--- src/rtl/alu_pkg.sv ---
// Shared definitions for the sequential ALU: opcodes, control states and
// the issue-classification helper used by the decoder.
package alu_pkg;

  // Opcode encodings (4-bit op field); 10..15 are illegal and yield 0.
  localparam logic [3:0] OP_ADD = 4'd0;
  localparam logic [3:0] OP_SUB = 4'd1;
  localparam logic [3:0] OP_MUL = 4'd2;
  localparam logic [3:0] OP_DIV = 4'd3;
  localparam logic [3:0] OP_REM = 4'd4;
  localparam logic [3:0] OP_SHL = 4'd5;
  localparam logic [3:0] OP_AND = 4'd6;
  localparam logic [3:0] OP_OR  = 4'd7;
  localparam logic [3:0] OP_XOR = 4'd8;
  localparam logic [3:0] OP_NOT = 4'd9;

  // Handshake controller states.
  typedef enum logic [0:0] {
    ST_IDLE = 1'b0,
    ST_RUN  = 1'b1
  } state_t;

  // An op runs iteratively when it is MUL, or DIV/REM with a nonzero divisor.
  // Divide-by-zero is resolved in a single cycle.
  function automatic logic op_is_iter(input logic [3:0] op, input logic b_nz);
    logic r;
    case (op)
      OP_MUL:         r = 1'b1;
      OP_DIV, OP_REM: r = b_nz;
      default:        r = 1'b0;
    endcase
    return r;
  endfunction

endpackage

--- src/rtl/alu_iter_muldiv.sv ---
// Iterative multiply / divide engine, one bit per clock.
// MUL: shift-add, product held as {hi_r, lo_r}, multiplicand in opnd_r.
// DIV/REM: restoring division, partial remainder in hi_r, dividend shifting
// out of lo_r while quotient bits shift in, divisor in opnd_r.
// Outputs are the combinational result of the step currently being taken,
// so on the cycle fin=1 they already hold the final answer and the parent
// can register them on the same edge.
module alu_iter_muldiv
  import alu_pkg::*;
#(
  parameter int WIDTH = 19,
  parameter int CNT_W = 5
) (
  input  logic             clk,
  input  logic             rst,
  input  logic             go,
  input  logic             is_div,
  input  logic [WIDTH-1:0] a,
  input  logic [WIDTH-1:0] b,
  output logic [WIDTH-1:0] prod_lo,
  output logic             prod_hi_nz,
  output logic [WIDTH-1:0] quot,
  output logic [WIDTH-1:0] rem,
  output logic             fin
);

  logic             run_r;
  logic             div_r;
  logic [CNT_W-1:0] cnt_r;
  logic [WIDTH-1:0] hi_r;
  logic [WIDTH-1:0] lo_r;
  logic [WIDTH-1:0] opnd_r;

  logic [WIDTH:0]   msum_s;
  logic [WIDTH:0]   trial_s;
  logic [WIDTH:0]   tdiff_s;
  logic [WIDTH-1:0] nxt_hi_s;
  logic [WIDTH-1:0] nxt_lo_s;

  // One iteration step for whichever operation is loaded.
  always_comb begin
    nxt_hi_s = hi_r;
    nxt_lo_s = lo_r;
    msum_s   = {1'b0, hi_r} + (lo_r[0] ? {1'b0, opnd_r} : {(WIDTH+1){1'b0}});
    trial_s  = {hi_r, lo_r[WIDTH-1]};
    tdiff_s  = trial_s - {1'b0, opnd_r};
    if (div_r) begin
      // The partial remainder stays below the divisor, so bit WIDTH of the
      // difference is a clean borrow: clear means trial >= divisor.
      if (!tdiff_s[WIDTH]) begin
        nxt_hi_s = tdiff_s[WIDTH-1:0];
        nxt_lo_s = {lo_r[WIDTH-2:0], 1'b1};
      end else begin
        nxt_hi_s = trial_s[WIDTH-1:0];
        nxt_lo_s = {lo_r[WIDTH-2:0], 1'b0};
      end
    end else begin
      nxt_hi_s = msum_s[WIDTH:1];
      nxt_lo_s = {msum_s[0], lo_r[WIDTH-1:1]};
    end
  end

  // Result taps: valid on the cycle fin is high.
  always_comb begin
    prod_lo    = nxt_lo_s;
    prod_hi_nz = |nxt_hi_s;
    quot       = nxt_lo_s;
    rem        = nxt_hi_s;
    fin        = run_r && (cnt_r == {CNT_W{1'b0}});
  end

  // Operand load on go, then WIDTH steps counting cnt_r down to zero.
  always_ff @(posedge clk) begin
    if (rst) begin
      run_r  <= 1'b0;
      div_r  <= 1'b0;
      cnt_r  <= {CNT_W{1'b0}};
      hi_r   <= {WIDTH{1'b0}};
      lo_r   <= {WIDTH{1'b0}};
      opnd_r <= {WIDTH{1'b0}};
    end else if (go) begin
      run_r  <= 1'b1;
      div_r  <= is_div;
      cnt_r  <= CNT_W'(WIDTH - 1);
      hi_r   <= {WIDTH{1'b0}};
      lo_r   <= is_div ? a : b;
      opnd_r <= is_div ? b : a;
    end else if (run_r) begin
      hi_r <= nxt_hi_s;
      lo_r <= nxt_lo_s;
      if (cnt_r == {CNT_W{1'b0}}) begin
        run_r <= 1'b0;
      end else begin
        cnt_r <= cnt_r - CNT_W'(1);
      end
    end
  end

endmodule

--- src/rtl/alu_seq.sv ---
// Registered ALU with start/busy/done handshake. Single-cycle ops complete
// at the accept edge; MUL and DIV/REM (nonzero divisor) run WIDTH cycles in
// the iterative engine. Result and flags change only when done is raised.
module alu_seq
  import alu_pkg::*;
#(
  parameter int WIDTH = 19,
  parameter int CNT_W = 5
) (
  input  logic             clk,
  input  logic             rst,
  input  logic             start,
  input  logic [3:0]       op,
  input  logic [WIDTH-1:0] a,
  input  logic [WIDTH-1:0] b,
  output logic             busy,
  output logic             done,
  output logic [WIDTH-1:0] result,
  output logic             zero,
  output logic             carry,
  output logic             overflow,
  output logic             div_zero
);

  state_t           state_r;
  state_t           state_nxt_s;
  logic             busy_r;
  logic             done_r;
  logic [WIDTH-1:0] result_r;
  logic             zero_r;
  logic             carry_r;
  logic             overflow_r;
  logic             div_zero_r;
  logic [3:0]       op_r;

  logic [WIDTH:0]   sum_s;
  logic [WIDTH:0]   dif_s;
  logic [CNT_W-1:0] shamt_s;
  logic [WIDTH-1:0] sc_res_s;
  logic             sc_carry_s;
  logic             sc_ovf_s;
  logic             sc_dz_s;

  logic             iter_s;
  logic             is_div_s;
  logic             go_s;
  logic             upd_s;
  logic [WIDTH-1:0] it_res_s;
  logic             it_ovf_s;
  logic [WIDTH-1:0] res_nxt_s;
  logic             zero_nxt_s;
  logic             carry_nxt_s;
  logic             ovf_nxt_s;
  logic             dz_nxt_s;

  logic [WIDTH-1:0] prod_lo_s;
  logic             prod_hi_nz_s;
  logic [WIDTH-1:0] quot_s;
  logic [WIDTH-1:0] rem_s;
  logic             fin_s;

  alu_iter_muldiv #(
    .WIDTH (WIDTH),
    .CNT_W (CNT_W)
  ) u_iter (
    .clk        (clk),
    .rst        (rst),
    .go         (go_s),
    .is_div     (is_div_s),
    .a          (a),
    .b          (b),
    .prod_lo    (prod_lo_s),
    .prod_hi_nz (prod_hi_nz_s),
    .quot       (quot_s),
    .rem        (rem_s),
    .fin        (fin_s)
  );

  // Decode: classify the incoming op and pick the engine mode.
  always_comb begin
    iter_s   = op_is_iter(op, b != {WIDTH{1'b0}});
    is_div_s = (op == OP_DIV) || (op == OP_REM);
  end

  // Single-cycle datapath on the live operands (captured at the accept edge).
  always_comb begin
    sum_s      = {1'b0, a} + {1'b0, b};
    dif_s      = {1'b0, a} - {1'b0, b};
    shamt_s    = b[CNT_W-1:0];
    sc_res_s   = {WIDTH{1'b0}};
    sc_carry_s = 1'b0;
    sc_ovf_s   = 1'b0;
    sc_dz_s    = 1'b0;
    case (op)
      OP_ADD: begin
        sc_res_s   = sum_s[WIDTH-1:0];
        sc_carry_s = sum_s[WIDTH];
        sc_ovf_s   = (a[WIDTH-1] == b[WIDTH-1]) && (sum_s[WIDTH-1] != a[WIDTH-1]);
      end
      OP_SUB: begin
        sc_res_s   = dif_s[WIDTH-1:0];
        sc_carry_s = dif_s[WIDTH];
        sc_ovf_s   = (a[WIDTH-1] != b[WIDTH-1]) && (dif_s[WIDTH-1] != a[WIDTH-1]);
      end
      // DIV/REM only take this path when the divisor is zero.
      OP_DIV: begin
        sc_res_s = {WIDTH{1'b1}};
        sc_dz_s  = 1'b1;
      end
      OP_REM: begin
        sc_res_s = a;
        sc_dz_s  = 1'b1;
      end
      OP_SHL: begin
        if (int'(shamt_s) >= WIDTH) begin
          sc_res_s = {WIDTH{1'b0}};
        end else begin
          sc_res_s = a << shamt_s;
        end
      end
      OP_AND:  sc_res_s = a & b;
      OP_OR:   sc_res_s = a | b;
      OP_XOR:  sc_res_s = a ^ b;
      OP_NOT:  sc_res_s = ~a;
      default: sc_res_s = {WIDTH{1'b0}};
    endcase
  end

  // Iterative result selection by the op captured at accept.
  always_comb begin
    it_res_s = {WIDTH{1'b0}};
    it_ovf_s = 1'b0;
    case (op_r)
      OP_MUL: begin
        it_res_s = prod_lo_s;
        it_ovf_s = prod_hi_nz_s;
      end
      OP_DIV:  it_res_s = quot_s;
      OP_REM:  it_res_s = rem_s;
      default: it_res_s = {WIDTH{1'b0}};
    endcase
  end

  // Handshake FSM: next state, engine launch and next result/flags.
  always_comb begin
    state_nxt_s = state_r;
    go_s        = 1'b0;
    upd_s       = 1'b0;
    res_nxt_s   = result_r;
    carry_nxt_s = carry_r;
    ovf_nxt_s   = overflow_r;
    dz_nxt_s    = div_zero_r;
    case (state_r)
      ST_IDLE: begin
        if (start) begin
          if (iter_s) begin
            go_s        = 1'b1;
            state_nxt_s = ST_RUN;
          end else begin
            upd_s       = 1'b1;
            res_nxt_s   = sc_res_s;
            carry_nxt_s = sc_carry_s;
            ovf_nxt_s   = sc_ovf_s;
            dz_nxt_s    = sc_dz_s;
          end
        end else begin
          state_nxt_s = ST_IDLE;
        end
      end
      ST_RUN: begin
        if (fin_s) begin
          state_nxt_s = ST_IDLE;
          upd_s       = 1'b1;
          res_nxt_s   = it_res_s;
          carry_nxt_s = 1'b0;
          ovf_nxt_s   = it_ovf_s;
          dz_nxt_s    = 1'b0;
        end else begin
          state_nxt_s = ST_RUN;
        end
      end
      default: state_nxt_s = ST_IDLE;
    endcase
    if (upd_s) begin
      zero_nxt_s = (res_nxt_s == {WIDTH{1'b0}});
    end else begin
      zero_nxt_s = zero_r;
    end
  end

  // State, handshake and result/flag registers.
  always_ff @(posedge clk) begin
    if (rst) begin
      state_r    <= ST_IDLE;
      busy_r     <= 1'b0;
      done_r     <= 1'b0;
      result_r   <= {WIDTH{1'b0}};
      zero_r     <= 1'b0;
      carry_r    <= 1'b0;
      overflow_r <= 1'b0;
      div_zero_r <= 1'b0;
      op_r       <= 4'd0;
    end else begin
      state_r    <= state_nxt_s;
      busy_r     <= (state_nxt_s == ST_RUN);
      done_r     <= upd_s;
      result_r   <= res_nxt_s;
      zero_r     <= zero_nxt_s;
      carry_r    <= carry_nxt_s;
      overflow_r <= ovf_nxt_s;
      div_zero_r <= dz_nxt_s;
      if (go_s) begin
        op_r <= op;
      end
    end
  end

  // Output drive straight from registers.
  always_comb begin
    busy     = busy_r;
    done     = done_r;
    result   = result_r;
    zero     = zero_r;
    carry    = carry_r;
    overflow = overflow_r;
    div_zero = div_zero_r;
  end

endmodule

--- config.mk ---
export PLATFORM = sky130hd
export DESIGN_NAME = alu_seq
export DESIGN_NICKNAME = d
export VERILOG_FILES = /design/src/rtl/alu_pkg.sv /design/src/rtl/alu_iter_muldiv.sv /design/src/rtl/alu_seq.sv
export SDC_FILE = /design/constraint.sdc
export NUM_CORES = 1
export LEC_CHECK = 0
export ABC_AREA = 1
export CORE_MARGIN = 5
export CORE_UTILIZATION = 60
export DETAILED_ROUTE_END_ITERATION = 8
export PLACE_DENSITY = 0.8
export SETUP_SLACK_MARGIN = 0.15
export SLEW_MARGIN = 20
export SYNTH_ARGS = -nofsm -noshare
export SYNTH_HDL_FRONTEND = slang
export SYNTH_SLANG_ARGS = --single-unit
--- constraint.sdc ---
create_clock -name clk -period 7.9 [get_ports clk]
set_input_delay 1.975 -clock clk [delete_from_list [all_inputs] [get_ports clk]]
set_output_delay 1.975 -clock clk [all_outputs]
set_load 0.02 [all_outputs]
==> flow_summary.json <==
{
  "hold_viol": 0,
  "num_vias": 14336,
  "max_cap_viol_count": 0,
  "clk_pin_slew_ps": 80,
  "regArea_sq_um": 1860,
  "multi_input_area_sq_um": 8490,
  "yosysTopAreaCell": "nand2_1",
  "relSlewSlack_pct": 29.9,
  "finClkSkew_ps": 19.4,
  "postSynthAreaPerCell_sq_um": 5.75,
  "synthFlopType": "dfxtp_1",
  "dpl-instance-area_sq_um": 12500,
  "critPathMaxFanout": 24,
  "fin_ws_ps": 2500,
  "initial_utilization_pct": 60.7,
  "synth-seq-area-share_pct": 15.8,
  "die-width_um": 150,
  "antenna_found_initial": 0,
  "grt_max_degree": 54,
  "yosys.area.top_type_share_pct": 18.2,
  "initialDrtViolationCount": 1968,
  "synth_edf_count": 0,
  "firstDrtPassIters": 6,
  "leakagePower_nw": 6.16,
  "grt_pass1_wl_mm": 72.1,
  "io_buffers": 69,
  "overflow": 0,
  "setup_tns_ps": 0,
  "cts_setup_buffers": 0,
  "rows": 51,
  "first_global_vias": 13254,
  "criticalPathCategory": "in -> reg",
  "end_kind": "register",
  "postSynthCellCount": 2048,
  "die_h_um": 150,
  "synth-seq-cells": 93,
  "p_total_mw": 1.78,
  "min_period_over_period_pct": 68.4,
  "synth_fp_nets": 2195,
  "fillers": 1847,
  "coreArea_sq_um": 19400,
  "cts_tree": "built",
  "wire_per_inst_um": 20.3,
  "setup-violations-final": 0,
  "finalInstanceArea_sq_um": 12800,
  "via_per_inst": 6.17,
  "htree_levels": 3,
  "diodes": 0,
  "synthArstFlopShare_pct": 0,
  "pin_count": 70,
  "post-dp-hpwl_mm": 37.7,
  "final_cell_count_no_fill": 2324,
  "yosysWarnings": 0,
  "synthMostInstantiatedCell": "nand2_1",
  "required_ps": 8190,
  "dp_slack_ps": 2150,
  "cts_hold_buffers": 0,
  "final_nets": 2201,
  "cts_resized": 0,
  "layout_min_cycle_time_ps": 5400,
  "drc": 0,
  "cts_max_path_buffers": 2,
  "clock_sink_count": 93,
  "grt.total_usage_pct": 41.2,
  "power.density_nw_per_um2": 139,
  "worstMarginPinSlew_ps": 1050,
  "syn_area_sq_um": 11800,
  "final_layout_size_suffix_gt1_share_pct": 4.27,
  "synthDistinctLibCells": 62,
  "drt.antenna.violating_nets": 0,
  "start_kind": "input port",
  "critPathArrivalTime_ps": 5700,
  "ys_top_cells_by_count": "572 x nand2_1, 266 x inv_1, 176 x o21ai_0",
  "vdd.ir_drop.worst_mv": 0.108,
  "synth.area.top_cells": "nand2_1 18%, dfxtp_1 16%, ha_1 10%",
  "gpl.final_weighted_congestion": 1.11,
  "rsz0062_at_grt": "false",
  "slew_violations": 0,
  "max_freq_mhz": 185,
  "placed_cells_incl_taps": 2308,
  "outcome": "finished clean",
  "hp-class": "reg -> reg",
  "die-area_sq_um": 22500,
  "wirelength_mm": 47.2,
  "area_delta_synth_final_pct": 8.78,
  "clock_latency_ps": 370,
  "cts_root_buf": "clkbuf_16",
  "cts_made_buffers": 9
}
kinds of logic after synthesis:
| logic type | synth area share [%] |
|---|---|
| xor gates and xnor gates | 1.12 |
| buffers and inverters | 12.1 |
| DFF | 15.8 |
| muxes | 0.425 |
| adders and majority gates | 11.1 |
| AOI/OAI and AO/OA | 23.1 |
| and+or+nand+nor | 36.4 |
area by class of cell:
type	count	area share, %
multi-input combinational	1595	66.3
sequential	93	14.5
inverter	274	8.05
timing repair buffer	81	6.10
tap	265	2.59
clock buffer	9	1.76
clock inverter	7	0.684
registers in the layout, indices dropped and copies added (netlist names):
name	cells
busy	1
overflow	1
zero	1
u_iter.hi_r	19
done	1
op_r	4
u_iter.opnd_r	19
u_iter.cnt_r	5
result	19
carry	1
u_iter.run_r	1
u_iter.lo_r	19
u_iter.div_r	1
div_zero	1
routing by layer:
layer	vias to the layer above	track usage, %	part of all wire, %
li1	6769	-	-
met3	233	9.99	11
met1	6386	48.2	36
met2	948	66.6	44
met5	-	0	0
met4	0	27.5	8.3
power by group:
group,internal [mW],switching (mW),total [mW],leakage (nW)
combinational,0.243,0.542,0.786,5.25
clock,0.254,0.230,0.485,0.148
sequential,0.492,0.0226,0.514,0.756
total,0.989,0.795,1.78,6.16
layout by cell type (no fill, tap or decap), types with 12 or more instances in the layout:
master,n
o22ai_1,16
a21oi_1,169
nand2_1,572
a211oi_1,14
o211ai_1,12
nand2_2,13
dfxtp_1,93
a31oi_1,31
buf_4,12
nand3_1,141
inv_1,266
ha_1,98
nor2_1,167
o21ai_0,176
nor3_1,26
clkdlybuf4s50_1,69
nand4_1,21
per-stage QoR:
step	hold slack [ps]	util [%]
global route	508	66.0
global placement	454	64.4
floorplan	444	-
finish	470	66.0
CTS	477	66.0
detailed placement	459	64.4
path summary, 6_finish.rpt:
check,startpoint,endpoint,slack [ps],depth (start not counted)
max reg2reg,u_iter.lo_r[0]$_SDFFE_PP0P_,overflow$_SDFFE_PP0P_,3840,15
min reg2reg,div_zero$_SDFFE_PP0P_,div_zero$_SDFFE_PP0P_,470,2
max,b[1],zero$_SDFFE_PP0P_,2500,22
min,div_zero$_SDFFE_PP0P_,div_zero$_SDFFE_PP0P_,470,2
critical path: stages:
cell and delay, ps:
clkdlybuf4s50_1 1110, inv_2 380, ha_1 420, nor2_1 110, nand2_1 70, nor2_1 160, inv_1 70, nand2_1 90
nand2_1 50, nand2_1 130, nand2_1 90, nand2_1 70, nand2_1 50, nand3_1 70, nand3_1 130, a21oi_2 190
nand2_1 70, nor2_1 100, nand2_1 60, nor2_1 80, nand4_1 80, a21oi_1 140
Note: power is estimated with default switching activity, not from simulation.
